`config.mk`:
```
export PLATFORM = sky130hd
export DESIGN_NAME = autosym_space_scanner
export DESIGN_NICKNAME = d
export VERILOG_FILES = /design/src/rtl/autosym_pkg.sv /design/src/rtl/autosym_xor_permute.sv /design/src/rtl/autosym_space_scanner.sv
export SDC_FILE = /design/constraint.sdc
export NUM_CORES = 1
export LEC_CHECK = 0
export BUFFER_PORTS_ARGS = -buffer_cell sky130_fd_sc_hd__buf_2
export CAP_MARGIN = 15
export CORE_AREA = 4 4 184 186
export DETAILED_ROUTE_END_ITERATION = 8
export DIE_AREA = 0 0 188 190
export MAX_ROUTING_LAYER = met4
export SLEW_MARGIN = 20
export SYNTH_ARGS = -nofsm -noshare
export SYNTH_HDL_FRONTEND = slang
export SYNTH_SLANG_ARGS = --single-unit
export TNS_END_PERCENT = 10
```
`constraint.sdc`:
```
create_clock -name clk -period 5.5 [get_ports clk]
set_input_delay 1.375 -clock clk [delete_from_list [all_inputs] [get_ports clk]]
set_output_delay 1.375 -clock clk [all_outputs]
set_load 0.005 [all_outputs]
```
`src/rtl/autosym_pkg.sv`:
```
// Shared types and helpers for the autosymmetry scanner.
//   state_e       : scanner FSM states
//   tt_xor_shift  : g[x] = tt[x ^ alpha] over a max-width truth table
//   log2_onehot   : index of the set bit of a power-of-two count
package autosym_pkg;

  localparam int N_IN_MAX = 6;
  localparam int TT_MAX   = 1 << N_IN_MAX;
  localparam int CNT_MAX_W = N_IN_MAX + 1;

  typedef enum logic [1:0] {IDLE, SCAN, DONE} state_e;

  // Narrower tables are zero-extended by the caller; x ^ alpha stays below
  // TT_W when both operands do, so the low TT_W bits of the result are exact.
  function automatic logic [TT_MAX-1:0] tt_xor_shift(input logic [TT_MAX-1:0]   tt,
                                                     input logic [N_IN_MAX-1:0] alpha);
    logic [TT_MAX-1:0] g;
    g = '0;
    for (int x = 0; x < TT_MAX; x++) g[x] = tt[N_IN_MAX'(x) ^ alpha];
    return g;
  endfunction

  function automatic logic [2:0] log2_onehot(input logic [CNT_MAX_W-1:0] count);
    logic [2:0] k;
    k = '0;
    for (int i = 0; i < CNT_MAX_W; i++) if (count[i]) k = 3'(i);
    return k;
  endfunction

endpackage

```
`src/rtl/autosym_xor_permute.sv`:
```
// Combinational XOR-index permutation: g[x] = tt[x ^ alpha] for all x.
//   tt    : input truth table (TT_W bits)
//   alpha : XOR offset applied to every minterm index
//   g     : permuted truth table
module autosym_xor_permute
  import autosym_pkg::*;
#(
  parameter  int N_IN = 6,
  localparam int TT_W = 2**N_IN
) (
  input  logic [TT_W-1:0] tt,
  input  logic [N_IN-1:0] alpha,
  output logic [TT_W-1:0] g
);

  logic [TT_MAX-1:0] g_full;

  assign g_full = tt_xor_shift(TT_MAX'(tt), N_IN_MAX'(alpha));
  assign g      = g_full[TT_W-1:0];

endmodule

```
`src/rtl/autosym_space_scanner.sv`:
```
// Sequential autosymmetry-space analyzer. Captures a truth table, then tests
// one candidate shift alpha per cycle (TT_W cycles) and reports
// L_f = {a : f(x^a) = f(x) for all x} as a mask plus its dimension.
//   clk, rst_n                    : clock, async active-low reset
//   in_valid/in_ready/in_tt       : truth-table input handshake
//   out_valid/out_ready           : result handshake
//   out_lmask                     : bit a set iff a in L_f
//   out_dim                       : log2 |L_f|
//   out_const                     : f is constant (|L_f| == TT_W)
module autosym_space_scanner
  import autosym_pkg::*;
#(
  parameter  int N_IN = 6,
  localparam int TT_W = 2**N_IN,
  localparam int CW   = $clog2(TT_W) + 1
) (
  input  logic            clk,
  input  logic            rst_n,
  input  logic            in_valid,
  output logic            in_ready,
  input  logic [TT_W-1:0] in_tt,
  output logic            out_valid,
  input  logic            out_ready,
  output logic [TT_W-1:0] out_lmask,
  output logic [2:0]      out_dim,
  output logic            out_const
);

  state_e          state_q, state_d;
  logic [TT_W-1:0] tt_q;
  logic [TT_W-1:0] mask_q;
  logic [N_IN-1:0] alpha;
  logic [CW-1:0]   cnt;
  logic [TT_W-1:0] g;
  logic            match;
  logic            last_alpha;

  autosym_xor_permute #(.N_IN(N_IN)) u_perm (
    .tt    (tt_q),
    .alpha (alpha),
    .g     (g)
  );

  assign match      = (g == tt_q);
  assign last_alpha = &alpha;

  always_ff @(posedge clk or negedge rst_n) begin
    if (!rst_n) state_q <= IDLE;
    else        state_q <= state_d;
  end

  always_comb begin
    state_d   = state_q;
    in_ready  = 1'b0;
    out_valid = 1'b0;
    case (state_q)
      IDLE: begin
        in_ready = 1'b1;
        if (in_valid) state_d = SCAN;
      end
      SCAN: if (last_alpha) state_d = DONE;
      DONE: begin
        out_valid = 1'b1;
        if (out_ready) state_d = IDLE;
      end
      default: state_d = IDLE;
    endcase
  end

  // Counter is cleared on capture so an aborted scan never leaks into the next.
  always_ff @(posedge clk or negedge rst_n) begin
    if (!rst_n) begin
      tt_q   <= '0;
      mask_q <= '0;
      alpha  <= '0;
      cnt    <= '0;
    end else begin
      if (state_q == IDLE && in_valid) begin
        tt_q   <= in_tt;
        mask_q <= '0;
        alpha  <= '0;
        cnt    <= '0;
      end
      if (state_q == SCAN) begin
        mask_q[alpha] <= match;
        if (match)       cnt   <= cnt + 1'b1;
        if (!last_alpha) alpha <= alpha + 1'b1;
      end
    end
  end

  // L_f is a linear subspace, so the member count is a power of two.
  assign out_lmask = mask_q;
  assign out_dim   = log2_onehot(CNT_MAX_W'(cnt));
  assign out_const = (cnt == CW'(TT_W));

  a_cnt_pow2: assert property (@(posedge clk) disable iff (!rst_n)
    (state_q == DONE) |-> $onehot(cnt));
  a_cnt_range: assert property (@(posedge clk) disable iff (!rst_n)
    cnt <= CW'(TT_W));
  a_zero_member: assert property (@(posedge clk) disable iff (!rst_n)
    (state_q == DONE) |-> mask_q[0]);

endmodule

```
==> summary.txt <==
Run status
  – Status: finished clean

Clock network
  – H-tree depth: 4
  – Clk_lat worst skew: 0.44 ns
  – Sink Count: 143
  – Clock root buffer: clkbuf_16
  – Clock tree buffer depth: 2
  – Cts bufs inserted: 17
  – Reg clk slew, reported paths: 0.07 ns
  – CTS tree: built
  – Buffer count from post-CTS setup fixing: 0

Job
  – Max Cap Viol: 0

Finish
  – Share of cells above drive strength 1: 0.306
  – Fin nets: 1476
  – Synth-to-Final Area Change: 14.4%
  – Most frequent cells in the layout: 139 x dfrtp_1, 136 x buf_2, 100 x mux2_2
  – Most common cell after layout, fill and taps aside: dfrtp_1
  – Core Util, Final: 0.451

Placement
  – Post-DP HPWL: 36.5 mm
  – # port buffers: 137
  – Placer congestion estimate: 1.05

Global route
  – Antenna violations before repair: 1
  – Vias in the first global route: 12.1k
  – Largest net degree at the start of global routing: 72
  – Gr ovfl total: 0
  – Global Route Usage Sum: 0.278
  – Global-route wire length before repair: 75.1 mm

Yosys
  – Yosys cell types: 79
  – Avg Inst Size Synth: 9.74 µm²
  – Post-Syn Area: 12700 µm²
  – Cells after synthesis: 1307
  – Syn Nets: 1378
  – Top FF cell, synth: dfrtp_1
  – Sequential share of the synthesized area: 0.281
  – YS warnings: 0
  – EDFF count, synth: 0
  – Async SR Flop Fraction: 1.00
  – Yosys reg bits: 143

Critical path
  – Crit-path cells: buf_12 -> mux2_2 -> mux4_2 -> a2bb2oi_1 -> o221ai_1 -> or4_1 -> a221oi_1 -> o2111ai_1 -> nor4_1 -> buf_4 -> nand4_1 -> buf_4 -> buf_12 -> o31ai_1
  – Critical path required time: 5.82 ns
  – Crit-path max FO: 63
  – Largest stage delay, worst path: 0.74 ns
  – Worst r2r src: alpha[1]
  – CP max stage cell: dfrtp_4
  – Setup crit end kind: register
  – Origin of the worst setup path: alpha[1]
  – Kind of cell adding the most delay to the critical path: compound AO/OA/AOI/OAI gates
  – Bufs and invs on worst path: 4
  – Critical Path Start Type: register
  – Worst Setup Path Type: register to register
  – Critical Path AT: 5.49 ns

Floorplanning
  – FP Rows: 66
  – Core Region: 32300 µm²
  – Initial Utilization: 0.394
  – Die footprint: 35700 µm²
  – Die X: 188 µm
  – Die H: 190 µm
  – Io pins: 138

STA
  – Minimum clock period: 5.18 ns
  – Fin crit share: 0.942
  – Worst-Margin Slew: 1.12 ns
  – Final number of max-transition violations: 0
  – Worst relative slew slack: 0.236
  – Setup violators final: 0
  – Final TNS setup: 0 ns
  – Clk_skew: 0.0108 ns
  – Fmax: 193 MHz
  – Worst hold slack: 0.517 ns
  – Final Hold Fails: 0
  – RSZ-0062 raised after global routing: false

Drt
  – WL/cell: 26.7 µm
  – Drt pass-1 iters: 7
  – Post-route ant nets: 0
  – Via Count: 12.5k
  – Total Routed Length: 49.6 mm
  – Vias per std cell: 6.72
  – Iter 0 DRT Violations: 1494
  – Drt drc: 0

Min path
  – Hold Crit Class: register to register
  – Hold path startpoint: out_lmask[0]
## metrics by stage
| step | std cells | setup WS (ns) | instance area [µm²] |
|---|---|---|---|
| after floorplan | 1307 | 1.33 | 12700 |
| after global placement | 1828 | 0.362 | 14000 |
| after detailed placement | 1828 | 0.320 | 14000 |
| after CTS | 1860 | 0.285 | 14600 |
| after global routing | 1861 | 0.123 | 14600 |
| final | 1861 | 0.322 | 14600 |
## logic make-up after synthesis
family / share of synthesized area
mux: 0.282
fa+ha+maj: 0.00295
compound gates: 0.236
flops: 0.281
xor+xnor: 0.0241
simple gates: 0.123
buf+inv: 0.0511
## final timing paths
kind	end	depth (start not counted)	slack, ns
worst max-delay path	out_lmask[27]	14	0.32
max in group asynchronous	tt_q[10]	2	3.59
worst max register to register	out_lmask[27]	14	0.32
worst min-delay path	out_lmask[0]	2	0.52
worst min register to register	out_lmask[0]	2	0.52
min in group asynchronous	out_lmask[51]	1	0.90
## sequential cells by signal, indices dropped and copies added (netlist names)
signal	count
tt_q	64
out_lmask	64
cnt	7
alpha	6
state_q	2
## routing by layer
metal  vias up  track usage  part of all wire
met5         -            -                 0
met4         0        0.130             0.057
met1      6167        0.353              0.39
li1       5428            -                 -
met2       732        0.431              0.46
met3       187       0.0560             0.092
## final cells by class
cell class / count / area (µm²)
diodes: 1 / 2.50
clock buffers: 20 / 447
clock inverters: 12 / 124
fillers: 3074 / 17700
inverters: 31 / 116
multi-input cells: 1010 / 8510
flip-flops and latches: 143 / 3590
well taps: 442 / 553
repair buffers: 202 / 1230
## synthesized netlist by cell type (all sizes together), types with 5 or more instances
library cell / number / share of area
nor2b: 11 / 0.0054
mux2: 102 / 0.091
o32ai: 7 / 0.0048
a221oi: 7 / 0.0048
buf: 43 / 0.018
nand3: 34 / 0.013
a22oi: 24 / 0.014
mux4: 66 / 0.12
nand4: 18 / 0.0088
xor2: 11 / 0.0076
nor2: 67 / 0.020
nor4: 9 / 0.0044
and3: 5 / 0.0025
a21boi: 5 / 0.0029
a21oi: 22 / 0.0087
or2: 17 / 0.0084
a22o: 6 / 0.0041
dfrtp: 143 / 0.28
a2111oi: 6 / 0.0041
a211oi: 13 / 0.0077
a32oi: 7 / 0.0048
a31oi: 5 / 0.0025
o221ai: 6 / 0.0041
and2: 6 / 0.0029
nor4b: 7 / 0.0053
o31ai: 67 / 0.040
or4: 12 / 0.0071
or3: 6 / 0.0029
o21ai: 33 / 0.013
inv: 31 / 0.0091
nor3: 14 / 0.0055
mux2i: 94 / 0.074
o211ai: 76 / 0.045
a32o: 12 / 0.0094
nand2: 77 / 0.023
o22a: 7 / 0.0048
nand2b: 9 / 0.0044
o22ai: 57 / 0.028
xnor2: 24 / 0.017
clkbuf: 80 / 0.024
## tightest hold or removal path, cell delays in order, from the launching register on
cell     delay (ns)
dfrtp_1        0.37
nand2_1        0.05
o21ai_0        0.06
## repair_timing
item	in CTS	in global routing
resized for setup	0	1
endpoints found under the setup margin	0	1
hold buffers	0	0
Power is not shown: default switching activity piles up to over one toggle a cycle in this logic, so the estimate is an artifact.
